<file path="src/rtl/signed_divider_pkg.sv">
// Shared types and sizing helpers for the multi-cycle signed divider.
package signed_divider_pkg;

  localparam int unsigned DIV_WIDTH = 8;

  typedef enum logic [1:0] {
    IDLE = 2'd0,
    BUSY = 2'd1,
    DONE = 2'd2
  } state_t;

  // Step counter must hold values 0..width.
  function automatic int unsigned cnt_width(input int unsigned width);
    return $clog2(width + 1);
  endfunction

endpackage

</file>
<file path="src/rtl/divider_step.sv">
// One restoring shift-subtract step on unsigned magnitudes.
module divider_step #(
  parameter int unsigned WIDTH = 8
) (
  input  logic [WIDTH-1:0] rem_i,
  input  logic [WIDTH-1:0] quot_i,
  input  logic [WIDTH:0]   divisor_i,
  output logic [WIDTH-1:0] rem_o,
  output logic [WIDTH-1:0] quot_o
);

  logic [WIDTH:0] partial_c;
  logic [WIDTH:0] diff_c;

  // The partial remainder always fits WIDTH bits afterwards except for a
  // zero divisor, whose remainder is rebuilt from the stored dividend.
  always_comb begin
    partial_c = {rem_i, quot_i[WIDTH-1]};
    diff_c    = partial_c - divisor_i;
    if (partial_c >= divisor_i) begin
      rem_o  = WIDTH'(diff_c);
      quot_o = {quot_i[WIDTH-2:0], 1'b1};
    end else begin
      rem_o  = WIDTH'(partial_c);
      quot_o = {quot_i[WIDTH-2:0], 1'b0};
    end
  end

endmodule

</file>
<file path="src/rtl/signed_divider.sv">
// Multi-cycle signed divider with start/done handshake.
// Optional: SIGNED_DIVIDER_DIVZERO_FAST_EN lets a zero divisor skip the BUSY phase.
module signed_divider
  import signed_divider_pkg::*;
#(
  parameter int unsigned WIDTH = DIV_WIDTH
) (
  input  logic                 clk,
  input  logic                 rst_n,
  input  logic [WIDTH-1:0]     Ain,
  input  logic [WIDTH-1:0]     Bin,
  input  logic                 start,
  output logic                 DivWait,
  output logic                 writeResultSig,
  output logic [WIDTH-1:0]     result,
  output logic [2*WIDTH-1:0]   remainder
);

  localparam int unsigned CW = cnt_width(WIDTH);
  localparam int unsigned AW = WIDTH + 1;
  localparam int unsigned RW = 2 * WIDTH;

  state_t          state_q, state_d;
  logic [CW-1:0]   cnt_q, cnt_d;
  logic [AW-1:0]   a_abs_q, a_abs_d;
  logic [AW-1:0]   b_abs_q, b_abs_d;
  logic [WIDTH-1:0] rem_q, rem_d;
  logic [WIDTH-1:0] quot_q, quot_d;
  logic            sgn_quot_q, sgn_quot_d;
  logic            sgn_rem_q, sgn_rem_d;
  logic            busy_q, busy_d;
  logic            wr_q, wr_d;
  logic [WIDTH-1:0] result_q, result_d;
  logic [RW-1:0]   remainder_q, remainder_d;

  logic [AW-1:0]    a_ext_c, b_ext_c, a_abs_c, b_abs_c;
  logic [RW-1:0]    rem_mag_c;
  logic [WIDTH-1:0] step_rem_c, step_quot_c;

  // Magnitudes carry one extra bit so the most negative operand is exact.
  always_comb begin
    a_ext_c = {Ain[WIDTH-1], Ain};
    b_ext_c = {Bin[WIDTH-1], Bin};
    a_abs_c = Ain[WIDTH-1] ? (~a_ext_c + AW'(1)) : a_ext_c;
    b_abs_c = Bin[WIDTH-1] ? (~b_ext_c + AW'(1)) : b_ext_c;
  end

  divider_step #(.WIDTH(WIDTH)) u_step (
    .rem_i     (rem_q),
    .quot_i    (quot_q),
    .divisor_i (b_abs_q),
    .rem_o     (step_rem_c),
    .quot_o    (step_quot_c)
  );

  always_ff @(posedge clk or negedge rst_n) begin
    if (!rst_n) begin
      state_q     <= IDLE;
      cnt_q       <= '0;
      a_abs_q     <= '0;
      b_abs_q     <= '0;
      rem_q       <= '0;
      quot_q      <= '0;
      sgn_quot_q  <= 1'b0;
      sgn_rem_q   <= 1'b0;
      busy_q      <= 1'b0;
      wr_q        <= 1'b0;
      result_q    <= '0;
      remainder_q <= '0;
    end else begin
      state_q     <= state_d;
      cnt_q       <= cnt_d;
      a_abs_q     <= a_abs_d;
      b_abs_q     <= b_abs_d;
      rem_q       <= rem_d;
      quot_q      <= quot_d;
      sgn_quot_q  <= sgn_quot_d;
      sgn_rem_q   <= sgn_rem_d;
      busy_q      <= busy_d;
      wr_q        <= wr_d;
      result_q    <= result_d;
      remainder_q <= remainder_d;
    end
  end

  always_comb begin
    state_d     = state_q;
    cnt_d       = cnt_q;
    a_abs_d     = a_abs_q;
    b_abs_d     = b_abs_q;
    rem_d       = rem_q;
    quot_d      = quot_q;
    sgn_quot_d  = sgn_quot_q;
    sgn_rem_d   = sgn_rem_q;
    wr_d        = 1'b0;
    result_d    = result_q;
    remainder_d = remainder_q;
    rem_mag_c   = '0;

    case (state_q)
      IDLE: begin
        if (start) begin
          a_abs_d    = a_abs_c;
          b_abs_d    = b_abs_c;
          rem_d      = '0;
          quot_d     = a_abs_c[WIDTH-1:0];
          cnt_d      = '0;
          sgn_quot_d = Ain[WIDTH-1] ^ Bin[WIDTH-1];
          sgn_rem_d  = Ain[WIDTH-1];
`ifdef SIGNED_DIVIDER_DIVZERO_FAST_EN
          state_d    = (Bin == '0) ? DONE : BUSY;
`else
          state_d    = BUSY;
`endif
        end
      end

      BUSY: begin
        rem_d  = step_rem_c;
        quot_d = step_quot_c;
        cnt_d  = cnt_q + CW'(1);
        if (cnt_q == CW'(WIDTH - 1)) begin
          state_d = DONE;
        end
      end

      DONE: begin
        state_d = IDLE;
        wr_d    = 1'b1;
        // A zero divisor reports -1 and hands the dividend back as remainder.
        if (b_abs_q == '0) begin
          result_d  = '1;
          rem_mag_c = RW'(a_abs_q);
        end else begin
          result_d  = sgn_quot_q ? (~quot_q + WIDTH'(1)) : quot_q;
          rem_mag_c = RW'(rem_q);
        end
        remainder_d = sgn_rem_q ? (~rem_mag_c + RW'(1)) : rem_mag_c;
      end

      default: state_d = IDLE;
    endcase

    busy_d = (state_d == BUSY);
  end

  assign DivWait        = busy_q;
  assign writeResultSig = wr_q;
  assign result         = result_q;
  assign remainder      = remainder_q;

endmodule

</file>
<file path="config.mk">
export PLATFORM = sky130hd
export DESIGN_NAME = signed_divider
export DESIGN_NICKNAME = d
export VERILOG_FILES = /design/src/rtl/signed_divider_pkg.sv /design/src/rtl/divider_step.sv /design/src/rtl/signed_divider.sv
export SDC_FILE = /design/constraint.sdc
export NUM_CORES = 1
export LEC_CHECK = 0
export ABC_AREA = 1
export BUFFER_PORTS_ARGS = -buffer_cell sky130_fd_sc_hd__buf_2
export CAP_MARGIN = 15
export CORE_MARGIN = 10
export CORE_UTILIZATION = 46
export CTS_BUF_LIST = sky130_fd_sc_hd__clkbuf_8
export DETAILED_ROUTE_END_ITERATION = 7
export PLACE_DENSITY = 0.72
export SLEW_MARGIN = 10
export SYNTH_ARGS = -nofsm -noshare
export SYNTH_HDL_FRONTEND = slang
export SYNTH_SLANG_ARGS = --single-unit
</file>
<file path="constraint.sdc">
create_clock -name clk -period 2.2 [get_ports clk]
set_input_delay 0.55 -clock clk [delete_from_list [all_inputs] [get_ports clk]]
set_output_delay 0.55 -clock clk [all_outputs]
set_load 0.02 [all_outputs]
</file>
# Yosys cells after proc, flatten, opt, wreduce, memory -nomap -nowiden
# Index checks and enable logic that the tools add are counted.
totals:
  ff_bits: 68
  latchBits: 0
  ramBits: 0
  rom_bits: 0
  input_bits: 19
  out_inout_bits: 26
  elab_cells: 53
  memories: 0
op_classes:
  addsub: 6
  multipliers: 0
  div_mod_pow: 0
  magnitude_cmp: 1
  n_eq_ne: 5
  shift: 0
  n_mux: 19
  n_bitwise: 5
  n_reduce_logical: 5
ops:
  columns: ["operator", "count"]
  rows:
  - ["2-to-1 mux 8 bit", 5]
  - ["2-to-1 mux 16 bit", 2]
  - ["case mux 8 bit (2 select lines)", 2]
  - ["2-to-1 mux 9 bit", 3]
  - ["adder 9 x 1 -> 9 bit (second input constant)", 2]
  - ["inverter 9 bit", 2]
  - ["adder 16 x 1 -> 16 bit (second input constant)", 1]
  - ["inverter 16 bit", 1]
  - ["greater-or-equal comparator 9 bit", 1]
  - ["logical NOT 9 bit", 1]
  - ["adder 8 x 1 -> 8 bit (second input constant)", 1]
  - ["inverter 8 bit", 1]
  - ["case mux 4 bit (2 select lines)", 1]
  - ["subtractor 8 bit", 1]
  - ["adder 4 x 1 -> 4 bit (second input constant)", 1]
  - ["== test 2 x 1 -> 1 bit (second input constant)", 2]
  - ["== test 4 x 3 -> 1 bit (second input constant)", 1]
  - ["2-to-1 mux 2 bit", 2]
  - ["2-to-1 mux 4 bit", 1]
  - ["case mux 2 bit (2 select lines)", 1]
  - ["AND reduction 2 bit", 2]
  - ["== test 2 bit (second input constant)", 1]
  - ["logical NOT 2 bit", 1]
  - ["2-to-1 mux 1 bit", 2]
  - ["3 further kinds", 3]

# Longest topological paths before layout
logic_depth:
  word_depth: 6
  ltp_mapped: 15
  depth_no_buf: 15

# Cells and area by module
# From an unflattened synthesis, not the netlist that was laid out.
unflattened:
  hier_cells: 544
  area_unflattened_um2: 4177.8
by_module_without_submodules:
  columns: ["module", "instances", "cells_each", "area_each_um2", "seq_area_each_um2"]
  rows:
  - ["signed_divider", 1, 413, 3409.5, 1701.6]
  - ["divider_step", 1, 131, 768.2, 0.0]

# Least setup slack after synthesis
# No wires, ideal clock.
synth_timing:
  path_kind: "register to register"
  startpoint: "register quot_q[7]"
  endpoint: "register rem_q[6]"
  setup_time_ns: 0.087
  t_arrival_ns: 1.708
  t_required_ns: 2.113
  setup_slack_ns: 0.406
  stages_incl_launch_ff: 11
  path_buffers: 0
  period_less_slack_ns: 1.794
  cell_sequence: "dfrtp_1 -> inv_1 -> ha_1 -> inv_1 -> fa_1 -> nand2_1 -> nand2_1 -> a21oi_1 -> o21ai_0 -> xnor2_1 -> o211ai_1"
synth_between:
  elab_chain_len: 3
  elab_cells_between_ends: 4
  classes_between: "add/sub: 1; order compare: 1; mux: 2"
synth_lines:
  columns: ["element", "line", "rtl"]
  rows:
  - ["start: declaration", "signed_divider.sv:28", "logic [WIDTH-1:0] quot_q, quot_d;"]
  - ["start signal: assignment", "signed_divider.sv:76", "quot_q <= quot_d;"]
  - ["subtractor 8 bit / greater-or-equal comparator 9 bit (equally long branches)", "divider_step.sv:19, divider_step.sv:20", null]
  - ["2-to-1 mux 8 bit *", "divider_step.sv:20", "if (partial_c >= divisor_i) begin"]
  - ["case mux 8 bit (2 select lines) *", "signed_divider.sv:100", "case (state_q)"]
  - ["end signal: assignment", "signed_divider.sv:75", "rem_q <= rem_d;"]
  - ["end: declaration", "signed_divider.sv:27", "logic [WIDTH-1:0] rem_q, rem_d;"]
# Every way passes the cells marked *; elsewhere a longest branch is shown, timed or not.
# A chain may end at the register's enable or synchronous reset.

# Worst setup path after layout
# Same ends and word-level chain as after synthesis.

==> results.cfg <==
[finish]
nets = 564
drive_above_1_share = 0.179
final_util = 0.560
stdcell_count = 637
antennaDiodeCount = 0
design_area_um2 = 4390
syn_to_final_growth_pct = 16.3

[setup_path]
critical_path_required_ns = 2.47
start_kind = register
reg2reg_from = quot_q[7]
critPathTopFamily = adder cells
cp_slowest_cell = fa_1
cpPeakStageDelay_ns = 0.41
crit_fanout = 4
worst-r2r-cell-count = 10
r2r_slack_ns = 0.14
reg2reg_to = rem_q[6]
crit_chain = inv_1 > ha_1 > inv_1 > fa_1 > nand2_1 > nand2_1 > a21oi_1 > o21ai_0 > xnor2_1 > o211ai_1
path_buf_inv = 2
worstPathArrival_ns = 2.33
end_kind = register
critPathKind = reg -> reg

[sta]
max_slew_margin = 0.591
fin_crit_ns = 2.06
layout_setup_ws_ns = 0.137
final.setup.tns_ns = 0
max_freq_ghz = 0.485
rsz0062_at_grt = no
slew_viol_final = 0
hold_viol = 0
finalSetupViolCount = 0
tightestPinTransition_ns = 0.613
finClkSkew_ns = 0.0138
period_share = 0.938

[placed_design]
gp_congestion = 0.906
hpwl_mm = 6.96
place_area_um2 = 4170
pre_cts_slack_ns = 0.116
dp_cells = 620
io_buffers = 44

[clock_network]
cts_sinks = 68
clk_pin_slew_ns = 0.09
clk_path_buf_depth = 2
root_buffer = clkbuf_8
cts_buffers = 9
ctsHoldBuffers = 0
cts_tree = built
htreeDepth = 3
clock_latency_ns = 0.37

[synthesis]
synth_cell_type_count = 34
syn_area_per_cell_um2 = 7.95
seq_area_frac_synth = 0.451
syn_nets = 509
synthCells = 475
synthTopCellsByArea = dfrtp_1, nand2_1, inv_1, o21ai_0, ha_1
synth_area_um2 = 3780
post-synth-top-area-fraction = 0.451
yosysTopAreaCell = dfrtp_1
yosysWarnings = 0
ys_ff_latch = 68

[route]
drtIter0Drc = 136
route.antenna.remaining_nets = 0
drt_pass1_iterations = 5
via_count = 3370
wire_per_inst_um = 14.4
drc = 0
finalWirelength_mm = 9.20
vias_per_cell = 5.29

[job]
cap_violations = 0

[global_route]
grt_pass1_wl_mm = 16.2
antenna_found_initial = 0
grt_pass1_vias = 3375
grt_overflow = 0
grtUsageTotal = 0.156
grt_max_degree = 26

[worst_hold_path]
hp-class = in -> async

[floorplan]
initial_utilization = 0.481
row_count = 32
die_w_um = 111
core_area_um2 = 7850
dieArea_um2 = 12200
fp.dieH_um = 111
io_pins = 45

[pwr]
irDropWorstVdd_v = 0.000829
p_leak_nw = 2.28
powerDensity_nw_per_um2 = 1610

[run_status]
run_status = complete, no violations
## worst reg2reg max path, cell delays in order (launching register included)
cell,delay [ns]
dfrtp_1,0.38
inv_1,0.11
ha_1,0.18
inv_1,0.07
fa_1,0.41
nand2_1,0.08
nand2_1,0.05
a21oi_1,0.20
o21ai_0,0.16
xnor2_1,0.15
o211ai_1,0.19
## how the worst max path moves through the flow
stage                     cells past startpoint  slack (ns)            end  startpoint
after global placement                       13        0.18  remainder[10]  b_abs_q[6]
final                                        10        0.14       rem_q[6]   quot_q[7]
after floorplan                              10        0.41       rem_q[6]   quot_q[7]
after CTS                                    13        0.10  remainder[14]  b_abs_q[6]
after global routing                         10       0.009       rem_q[6]   quot_q[7]
after detailed placement                     13        0.12  remainder[14]  b_abs_q[6]
## through the flow
| step | total power [W] | hold WS (ns) |
|---|---|---|
| floorplan | 0.00490 | 0.254 |
| global placement | 0.00582 | 0.458 |
| detailed placement | 0.00593 | 0.460 |
| CTS | 0.00701 | 0.203 |
| global route | 0.00771 | 0.236 |
| finish | 0.00705 | 0.189 |
## what timing repair did
action | CTS | global route
setup endpoints to repair | 0 | 9
buffers inserted | 0 | 1
hold endpoints to repair | 0 | 0
gates resized for setup | 0 | 3
## layout by cell type (no fill, tap or decap), drive strengths merged, types with 7 or more instances in the layout
cell    synthesis  layout
a21oi          13      13
buf             4      54
clkbuf          6       9
dfrtp          68      68
ha             14      14
inv            66      67
nand2         131     131
nand3          27      27
nor2           46      46
o211ai         12      12
o21ai          39      39
o221ai          7       7
xor2            8       8
## final cells by class
class | instances | area [um2]
multi-input combinational | 330 | 1790
tap | 102 | 128
inverter | 67 | 251
clock inverter | 7 | 75.1
clock buffer | 9 | 124
fill | 760 | 3450
sequential | 68 | 1700
timing repair buffer | 54 | 320
## cells in the mapped netlist (all sizes together)
master,number
nand2,131
dfrtp,68
inv,66
nor2,46
o21ai,39
nand3,27
ha,14
a21oi,13
o211ai,12
xor2,8
o221ai,7
clkbuf,6
nor3,6
xnor2,6
a31oi,4
buf,4
a21o,3
nand3b,2
nand4,2
o21bai,2
o31ai,2
a22o,1
clkinv,1
fa,1
o21a,1
o22ai,1
o41ai,1
or2,1
## where the power goes
| group | internal, W | leakage (nW) | switching [W] | total (W) |
|---|---|---|---|---|
| registers | 0.00182 | 0.860 | 0.000388 | 0.00221 |
| logic | 0.00140 | 1.32 | 0.00239 | 0.00379 |
| clock network | 0.000529 | 0.104 | 0.000528 | 0.00106 |
## layer usage
layer | vias to the layer above | share of wire | track usage
li1 | 1657 | - | -
met1 | 1616 | 0.46 | 0.197
met2 | 83 | 0.48 | 0.255
met3 | 14 | 0.051 | 0.0421
met4 | 0 | 0.014 | 0.0466
met5 | - | 0 | 0
## flip-flops by register name, indices dropped and copies added (netlist names)
| name | count |
|---|---|
| rem_q | 8 |
| b_abs_q | 9 |
| a_abs_q | 9 |
| DivWait | 1 |
| cnt_q | 4 |
| remainder | 16 |
| sgn_rem_q | 1 |
| quot_q | 8 |
| sgn_quot_q | 1 |
| state_q | 2 |
| result | 8 |
| writeResultSig | 1 |
## cells by family (layout without fill, tap and decap cells)
family	count (synthesis)	count (layout)	synth area share
flops	68	68	0.451
fa+ha+maj	15	15	0.0517
compound gates	86	86	0.141
simple gates	215	215	0.247
xor+xnor	14	14	0.0325
buf+inv	77	137	0.0779
Note: power is estimated with default switching activity, not from simulation.
